--- src/rtl/bit_assembler_pkg.sv ---
// Helpers shared by serial-to-parallel stages: maps a running bit count to
// the word slot it lands in.
package bit_assembler_pkg;

  function automatic int unsigned slot_index(int unsigned fill, int unsigned width,
                                             bit msb_first);
    return msb_first ? (width - 1 - fill) : fill;
  endfunction

endpackage

--- src/rtl/bit_assembler_if.sv ---
// Serial capture inputs plus the assembled-word valid/ready output and status.
interface bit_assembler_if #(parameter int WIDTH = 8);
  localparam int FW = $clog2(WIDTH + 1);

  logic             save;
  logic             value;
  logic             flush;
  logic             clr_overflow;
  logic [WIDTH-1:0] out_data;
  logic             out_valid;
  logic             out_ready;
  logic [FW-1:0]    fill;
  logic             overflow;

  modport master (
    output save, value, flush, out_ready, clr_overflow,
    input  out_data, out_valid, fill, overflow
  );

  modport slave (
    input  save, value, flush, out_ready, clr_overflow,
    output out_data, out_valid, fill, overflow
  );
endinterface

--- src/rtl/bit_assembler_word_out_reg.sv ---
// Word output register with valid flag; the owner only asserts load_i while
// free_o is high, so an unaccepted word is never overwritten.
module word_out_reg #(
  parameter int WIDTH = 8
) (
  input  logic             clk,
  input  logic             reset,
  input  logic             load_i,
  input  logic [WIDTH-1:0] data_i,
  input  logic             ready_i,
  output logic [WIDTH-1:0] data_o,
  output logic             valid_o,
  output logic             free_o
);
  logic [WIDTH-1:0] data_q;
  logic             valid_q;

  always_ff @(posedge clk) begin
    if (reset) begin
      data_q  <= '0;
      valid_q <= 1'b0;
    end else begin
      if (load_i) data_q <= data_i;
      if (load_i)       valid_q <= 1'b1;
      else if (ready_i) valid_q <= 1'b0;
    end
  end

  assign free_o  = !valid_q || ready_i;
  assign data_o  = data_q;
  assign valid_o = valid_q;
endmodule

--- src/rtl/bit_assembler.sv ---
// Packs one serial bit per save strobe into WIDTH-bit words; a full or flushed
// word waits in HOLD while the output register is occupied.
module bit_assembler
  import bit_assembler_pkg::*;
#(
  parameter int WIDTH     = 8,
  parameter bit MSB_FIRST = 1'b0
) (
  input logic           clk,
  input logic           reset,
  bit_assembler_if.slave bus
);
  localparam int FW = $clog2(WIDTH + 1);
  localparam logic [FW-1:0] LAST = FW'(WIDTH - 1);

  typedef enum logic {FILL = 1'b0, HOLD = 1'b1} state_e;

  state_e           state_q, state_d;
  logic [WIDTH-1:0] acc_q, acc_d, acc_bit, word;
  logic [FW-1:0]    fill_q, fill_d, cnt_n;
  logic             ovf_q, ovf_d;
  logic             load, free, drop, close;

  always_ff @(posedge clk) begin
    if (reset) begin
      state_q <= FILL;
      acc_q   <= '0;
      fill_q  <= '0;
      ovf_q   <= 1'b0;
    end else begin
      state_q <= state_d;
      acc_q   <= acc_d;
      fill_q  <= fill_d;
      ovf_q   <= ovf_d;
    end
  end

  // Unfilled slots are always zero, so OR-ing in the new bit is enough and
  // gives zero padding on flush for free.
  assign acc_bit = acc_q | (WIDTH'(bus.value) << slot_index(32'(fill_q), WIDTH, MSB_FIRST));
  assign cnt_n   = bus.save ? fill_q + FW'(1) : fill_q;
  assign close   = (bus.save && fill_q == LAST) || (bus.flush && cnt_n != '0);

  always_comb begin
    state_d = state_q;
    case (state_q)
      FILL:    if (close && !free) state_d = HOLD;
      HOLD:    if (free)           state_d = FILL;
      default: state_d = FILL;
    endcase
  end

  always_comb begin
    acc_d  = acc_q;
    fill_d = fill_q;
    word   = acc_q;
    load   = 1'b0;
    drop   = 1'b0;
    case (state_q)
      FILL: begin
        word   = bus.save ? acc_bit : acc_q;
        acc_d  = word;
        fill_d = cnt_n;
        if (close && free) begin
          load   = 1'b1;
          acc_d  = '0;
          fill_d = '0;
        end
      end
      HOLD: begin
        drop = bus.save;
        if (free) begin
          load   = 1'b1;
          acc_d  = '0;
          fill_d = '0;
        end
      end
      default: ;
    endcase
    ovf_d = drop ? 1'b1 : (bus.clr_overflow ? 1'b0 : ovf_q);
  end

  word_out_reg #(.WIDTH(WIDTH)) u_out (
    .clk     (clk),
    .reset   (reset),
    .load_i  (load),
    .data_i  (word),
    .ready_i (bus.out_ready),
    .data_o  (bus.out_data),
    .valid_o (bus.out_valid),
    .free_o  (free)
  );

  assign bus.fill     = fill_q;
  assign bus.overflow = ovf_q;
endmodule

--- src/flat_wrapper.sv ---
// flat-port wrapper written by rule: the top's interface ports become plain ports
module bit_assembler_flat import bit_assembler_pkg::*;
#(
  parameter int WIDTH     = 8,
  parameter bit MSB_FIRST = 1'b0
)
  (clk, reset, bus_save, bus_value, bus_flush, bus_out_ready, bus_clr_overflow, bus_out_data, bus_out_valid, bus_fill, bus_overflow);
  bit_assembler_if #(.WIDTH(WIDTH)) bus_i ();
  input logic clk;
  input logic reset;
  input wire logic [$bits(bus_i.save)-1:0] bus_save;
  input wire logic [$bits(bus_i.value)-1:0] bus_value;
  input wire logic [$bits(bus_i.flush)-1:0] bus_flush;
  input wire logic [$bits(bus_i.out_ready)-1:0] bus_out_ready;
  input wire logic [$bits(bus_i.clr_overflow)-1:0] bus_clr_overflow;
  output wire logic [$bits(bus_i.out_data)-1:0] bus_out_data;
  output wire logic [$bits(bus_i.out_valid)-1:0] bus_out_valid;
  output wire logic [$bits(bus_i.fill)-1:0] bus_fill;
  output wire logic [$bits(bus_i.overflow)-1:0] bus_overflow;
  assign bus_i.save = bus_save;
  assign bus_i.value = bus_value;
  assign bus_i.flush = bus_flush;
  assign bus_i.out_ready = bus_out_ready;
  assign bus_i.clr_overflow = bus_clr_overflow;
  assign bus_out_data = bus_i.out_data;
  assign bus_out_valid = bus_i.out_valid;
  assign bus_fill = bus_i.fill;
  assign bus_overflow = bus_i.overflow;
  bit_assembler #(.WIDTH(WIDTH), .MSB_FIRST(MSB_FIRST)) u_core (.clk(clk), .reset(reset), .bus(bus_i));
endmodule
--- config.mk ---
export PLATFORM = sky130hd
export DESIGN_NAME = bit_assembler_flat
export DESIGN_NICKNAME = d
export VERILOG_FILES = /design/src/rtl/bit_assembler_pkg.sv /design/src/rtl/bit_assembler_if.sv /design/src/rtl/bit_assembler_word_out_reg.sv /design/src/rtl/bit_assembler.sv /design/src/flat_wrapper.sv
export SDC_FILE = /design/constraint.sdc
export NUM_CORES = 1
export LEC_CHECK = 0
export ABC_AREA = 1
export CAP_MARGIN = 25
export CORE_AREA = 2 2 58 60
export DETAILED_ROUTE_END_ITERATION = 12
export DIE_AREA = 0 0 60 62
export GPL_ROUTABILITY_DRIVEN = 0
export SETUP_SLACK_MARGIN = 0.05
export SYNTH_ARGS = -nofsm -noshare
export SYNTH_HDL_FRONTEND = slang
export SYNTH_SLANG_ARGS = --single-unit
--- constraint.sdc ---
create_clock -name clk -period 2.25 [get_ports clk]
set_input_delay 0.675 -clock clk [delete_from_list [all_inputs] [get_ports clk]]
set_output_delay 0.675 -clock clk [all_outputs]
set_load 0.1 [all_outputs]
; ---- Yosys cells after proc, flatten, opt, wreduce, memory -nomap -nowiden
; Index checks and enable logic that the tools add are counted.
[word_totals]
register_bits = 23
[op_classes]
add_sub_neg = 1
n_eq_ne = 2
shifts = 1
n_mux = 20
bitwise_logic = 2
n_reduce_logical = 11
[ops]
columns = operator, n
row1 = $mux 8, 4
row2 = $pmux 8 s2, 1
row3 = $mux 4, 3
row4 = $mux 1, 9
row5 = $or 8x8->8, 1
row6 = $pmux 4 s2, 1
row7 = $shl 1x4->8, 1
row8 = $add 4x1->4 const B, 1
row9 = $eq 4x3->1 const B, 1
row10 = $logic_and 1x1->1, 4
row11 = $pmux 1 s2, 2
row12 = $reduce_bool 2->1, 2
row13 = $reduce_bool 4->1, 1
row14 = $logic_not 1->1, 2
row15 = $logic_or 1x1->1, 2
row16 = $ne 2x2->1 const B, 1
row17 = $not 1->1, 1

; ---- Longest topological paths before layout
[depth]
ltp_word = 9
ltp_mapped = 12
depth_no_buf = 12

; ---- Hierarchy
; From an unflattened synthesis, not the netlist that was laid out.
[unflattened]
hier_cells = 186
area_unflattened_um2 = 1179.9
[modules_own_cells]
columns = module, instances, cells_each, area_each_um2, seq_area_each_um2
row1 = bit_assembler, 1, 148, 875.8, 280.3
row2 = word_out_reg, 1, 38, 304.0, 180.2

; ---- Least setup slack after synthesis
; Ideal clock, no wire load.
[synth_path]
kind = reg2reg
startpoint = register u_core.fill_q[0] (netlist: u_core.bus.fill[0])
endpoint = register u_core.u_out.data_q[0] (netlist: u_core.u_out.data_o[0])
setup_ns = 0.117
t_arrival_ns = 2.269
required_ns = 2.133
setup_slack_ns = -0.137
stages_incl_launch_ff = 13
n_path_buf = 1
period_less_slack_ns = 2.387
cell_sequence = dfxtp_1 -> ha_1 -> inv_1 -> nand2_1 -> nand2_1 -> nand2_1 -> nor2_1 -> nand2_1 -> nand2_2 -> nand3_4 -> buf_6 -> a21oi_2 -> nor2_1
[synth_via]
elab_chain_len = 8
[synth_lines]
columns = item, line
row1 = from (decl), bit_assembler.sv:20  ; logic [FW-1:0] fill_q, fill_d, cnt_n;
row2 = from (signal assigned), bit_assembler.sv:33  ; fill_q <= fill_d;
row3 = $add 4x1->4, bit_assembler.sv:41  ; assign cnt_n = bus.save ? fill_q + FW'(1) : fill_q;
row4 = $mux 4, bit_assembler.sv:41
row5 = $reduce_bool 4->1, bit_assembler.sv:42  ; assign close = (bus.save && fill_q == LAST) || (bus.flush && cnt_n != '0);
row6 = $logic_and 1x1->1, bit_assembler.sv:42
row7 = $logic_or 1x1->1, bit_assembler.sv:42
row8 = $logic_and 1x1->1, bit_assembler.sv:64  ; if (close && free) begin
row9 = $mux 1, bit_assembler.sv:64
row10 = $pmux 1 s2, bit_assembler.sv:59  ; case (state_q)
row11 = to (signal assigned), bit_assembler_word_out_reg.sv:23  ; if (load_i) data_q <= data_i;
row12 = to (decl), bit_assembler_word_out_reg.sv:15  ; logic [WIDTH-1:0] data_q;
; Several ways; a longest one is shown, not always the timed one.
; A chain may end at the register's enable or synchronous reset.

; ---- Worst setup path after layout
[layout_path]
startpoint = input port bus_out_ready
endpoint = register u_core.acc_q[0]
[layout_via]
elab_chain_len = 4
[layout_lines]
columns = item, line
row1 = from (decl), flat_wrapper.sv:14  ; input wire logic [$bits(bus_i.out_ready)-1:0] bus_out_ready;
row2 = $logic_or 1x1->1 *, bit_assembler_word_out_reg.sv:29  ; assign free_o = !valid_q || ready_i;
row3 = $logic_and 1x1->1, bit_assembler.sv:64
row4 = $mux 8, bit_assembler.sv:64
row5 = $pmux 8 s2, bit_assembler.sv:59
row6 = to (signal assigned), bit_assembler.sv:27  ; acc_q <= '0;
row7 = to (signal assigned), bit_assembler.sv:32  ; acc_q <= acc_d;
row8 = to (decl), bit_assembler.sv:19  ; logic [WIDTH-1:0] acc_q, acc_d, acc_bit, word;
; Every way passes the cells marked *; elsewhere a longest branch is shown, timed or not.

==> impl_metrics.ini <==
[status]
status = finished, final reports clean

[timing]
fin_skew_ps = 2.386
fin_tns_setup_ps = 0
fin_crit_sh_pct = 82.71
min_period_ps = 1861
fin_ws_ps = 389.0
max_freq_mhz = 537.3
hold_viol = 0
max_slew_margin_pct = 70.23
worstMarginPinSlew_ps = 442.5
rsz0062_at_grt = false
setup_viol = 0
drv_slew = 0

[finish]
regArea_um2 = 464.2
final_layout_size_suffix_gt1_share_pct = 23.56
layout.nets = 217
multi_input_area_um2 = 591.8
post-route-cell-area_um2 = 1556
stdcell_count = 254
syn_to_final_growth_pct = 29.72
nFillCells = 339
diodes = 0

[die]
start_util_pct = 37.74
chipWidth_um = 60
die-area_um2 = 3720
rows = 21
die_y_um = 62
core_um2 = 3179
ios = 21

[pwr]
irDropWorstVdd_mv = 0.2187
cellPowerDensity_nw_per_um2 = 630.2
p_total_w = 0.0009810
leakagePower_nw = 0.7021

[clock_tree]
clock_latency_ps = 310
clockBufferDepth = 2
cts.sinks = 23
clkTransAtPathRegs_ps = 120
numCtsBuffers = 3
root_buffer = clkbuf_4
cts_htree_levels = 1
cts_tree = done

[routing]
drc = 0
vias = 1138
ant_nets = 0
routed_via_density = 4.480
drtPass1Iterations = 4
wl_um = 2481
wl_per_cell_um = 9.768
drt-initial-drc-count = 12

[critical_path]
startpoint_type = primary input
critical_path.max_fanout = 6
cpMostUsedCell = nor2_1
r2r-start = u_core.bus.fill[1]
max_stage_delay_ps = 400
crit_slowest_cell = clkdlybuf4s50_1
crit_path_start = bus_out_ready
crit_type = primary input to flop
crit_chain = clkdlybuf4s50_1 > nor2_1 > clkinv_1 > nor2_1 > nand2_1 > a21oi_1
critPathBufInv = 2
crit_family = simple AND/OR/NAND/NOR gates
worst_setup_path_end_kind = flop
crit_required_ps = 2500
arrival_ps = 2110

[global_route]
grt_pass1_vias = 1038
grt_antenna_before_repair = 0
met3_usage_pct = 1.863
grt_pass1_wl_um = 4284
grt_start_max_net_pins = 20
overflow = 0
busiest_layer = met2
grtUsageMet2_pct = 25.78
use_met1_pct = 19.40
grt_usage_pct = 15.18

[synthesis]
ys_warn_count = 0
avgSynthCellArea_um2 = 6.703
synthXorXnorAreaFrac_pct = 0
yosysUniqueCellTypes = 23
synthAdderAreaFrac_pct = 1.043
synth_compound_area_share_pct = 15.54
yosysSeqAreaShare_pct = 38.37
synthSimpleGateAreaFrac_pct = 32.74
synthMuxAreaShare_pct = 0
synth_area_um2 = 1200
synth_cells = 179
ys_ff_latch = 23
synth_top_family_by_area = simple AND/OR/NAND/NOR gates
syn-num-nets = 187

[placement]
dp_hpwl_um = 1949
place_inst = 246
port_buffers = 20
dpl_cell_area_um2 = 1498
dpl_worst_slack_ps = -256.0

[flow_run]
maxCapViolCount = 0

[min_path]
hp-class = flop to flop
worstHoldStart = u_core.bus.overflow
-- through the flow --
stage | hold slack, ps | util, %
2_1_floorplan | 439.3 | -
3_3_place_gp | 451.3 | 47.11
3_5_place_dp | 460.6 | 47.11
4_1_cts | 484.9 | 47.93
5_1_grt | 514.9 | 48.96
6_report | 476.2 | 48.96
-- logic make-up after synthesis --
group	Yosys count
AOI/OAI and AO/OA	30
adders and majority gates	1
buffers and inverters	35
DFF	23
and+or+nand+nor	90
-- area by class of cell --
type                    count  share of cell area, %
inverters                  27                  6.511
multi-input cells         121                  38.02
repair buffers             33                  20.26
flip-flops and latches     23                  29.82
well taps                  46                  3.698
clock buffers               4                  1.688
-- cells in the mapped netlist --
master,count,area [um^2]
buf_6,1,11.26
o21ai_2,1,8.760
nand4_1,1,6.260
nand2_1,38,142.6
o21ai_0,6,30.03
nand3_4,1,17.52
clkbuf_1,2,7.510
clkinv_1,2,7.510
inv_2,1,3.750
ha_1,1,12.51
inv_1,24,90.09
nor4_1,2,12.51
buf_2,4,20.02
nand3_1,13,65.06
dfxtp_1,23,460.4
or2_2,2,12.51
a31oi_1,2,12.51
nor3_1,4,20.02
a21oi_1,13,65.06
a21oi_2,8,70.07
nor2_1,26,97.59
nand2_2,3,18.77
buf_4,1,7.510
-- flip-flops by register name, summed over array words and instances, names as in the netlist --
| name | count |
|---|---|
| u_core.acc_q | 8 |
| u_core.bus.fill | 4 |
| u_core.u_out.data_o | 8 |
| u_core.state_q | 1 |
| u_core.bus.overflow | 1 |
| u_core.u_out.valid_o | 1 |
-- final timing paths --
path / slack, ps / end / cells past startpoint
worst max register to register: 390 / u_core.u_out.data_o[6] / 12
worst min register to register: 480 / u_core.bus.overflow / 2
worst max-delay path: 390 / u_core.acc_q[0] / 6
worst min-delay path: 480 / u_core.bus.overflow / 2
-- placed cells by master, fill, tap and decap left out, drive strengths merged --
cell,synthesis,routed
a21oi,21,21
a31oi,2,2
buf,6,27
clkbuf,2,4
clkdlybuf4s50,0,5
clkinv,2,2
dfxtp,23,23
dlymetal6s2s,0,1
ha,1,1
inv,25,25
nand2,41,41
nand3,14,14
nand4,1,1
nor2,26,26
nor3,4,4
nor4,2,2
o21ai,7,7
or2,2,2
-- report_power, final --
| group | total [W] | internal [W] | switching, W |
|---|---|---|---|
| clock network | 0.000187 | 0.0000693 | 0.000118 |
| registers | 0.000452 | 0.000430 | 0.0000214 |
| logic | 0.000342 | 0.000106 | 0.000237 |
-- routing by layer --
metal / part of all wire, % / vias to the layer above
met5: 0 / -
li1: - / 622
met2: 46 / 20
met1: 49 / 491
met3: 2.6 / 5
met4: 1.6 / 0
-- repair_timing --
item / in CTS / in global routing
setup buffers: 0 / 4
hold endpoints to repair: 0 / 0
hold buffers: 0 / 0
gates resized for setup: 0 / 1
setup endpoints to repair: 0 / 16
-- worst min-delay path, cell delays in order, from the launching register on --
cell,delay (ps)
dfxtp_1,330
nand2_1,60
a21oi_1,50
No activity file was read; power rests on OpenSTA's default activity.
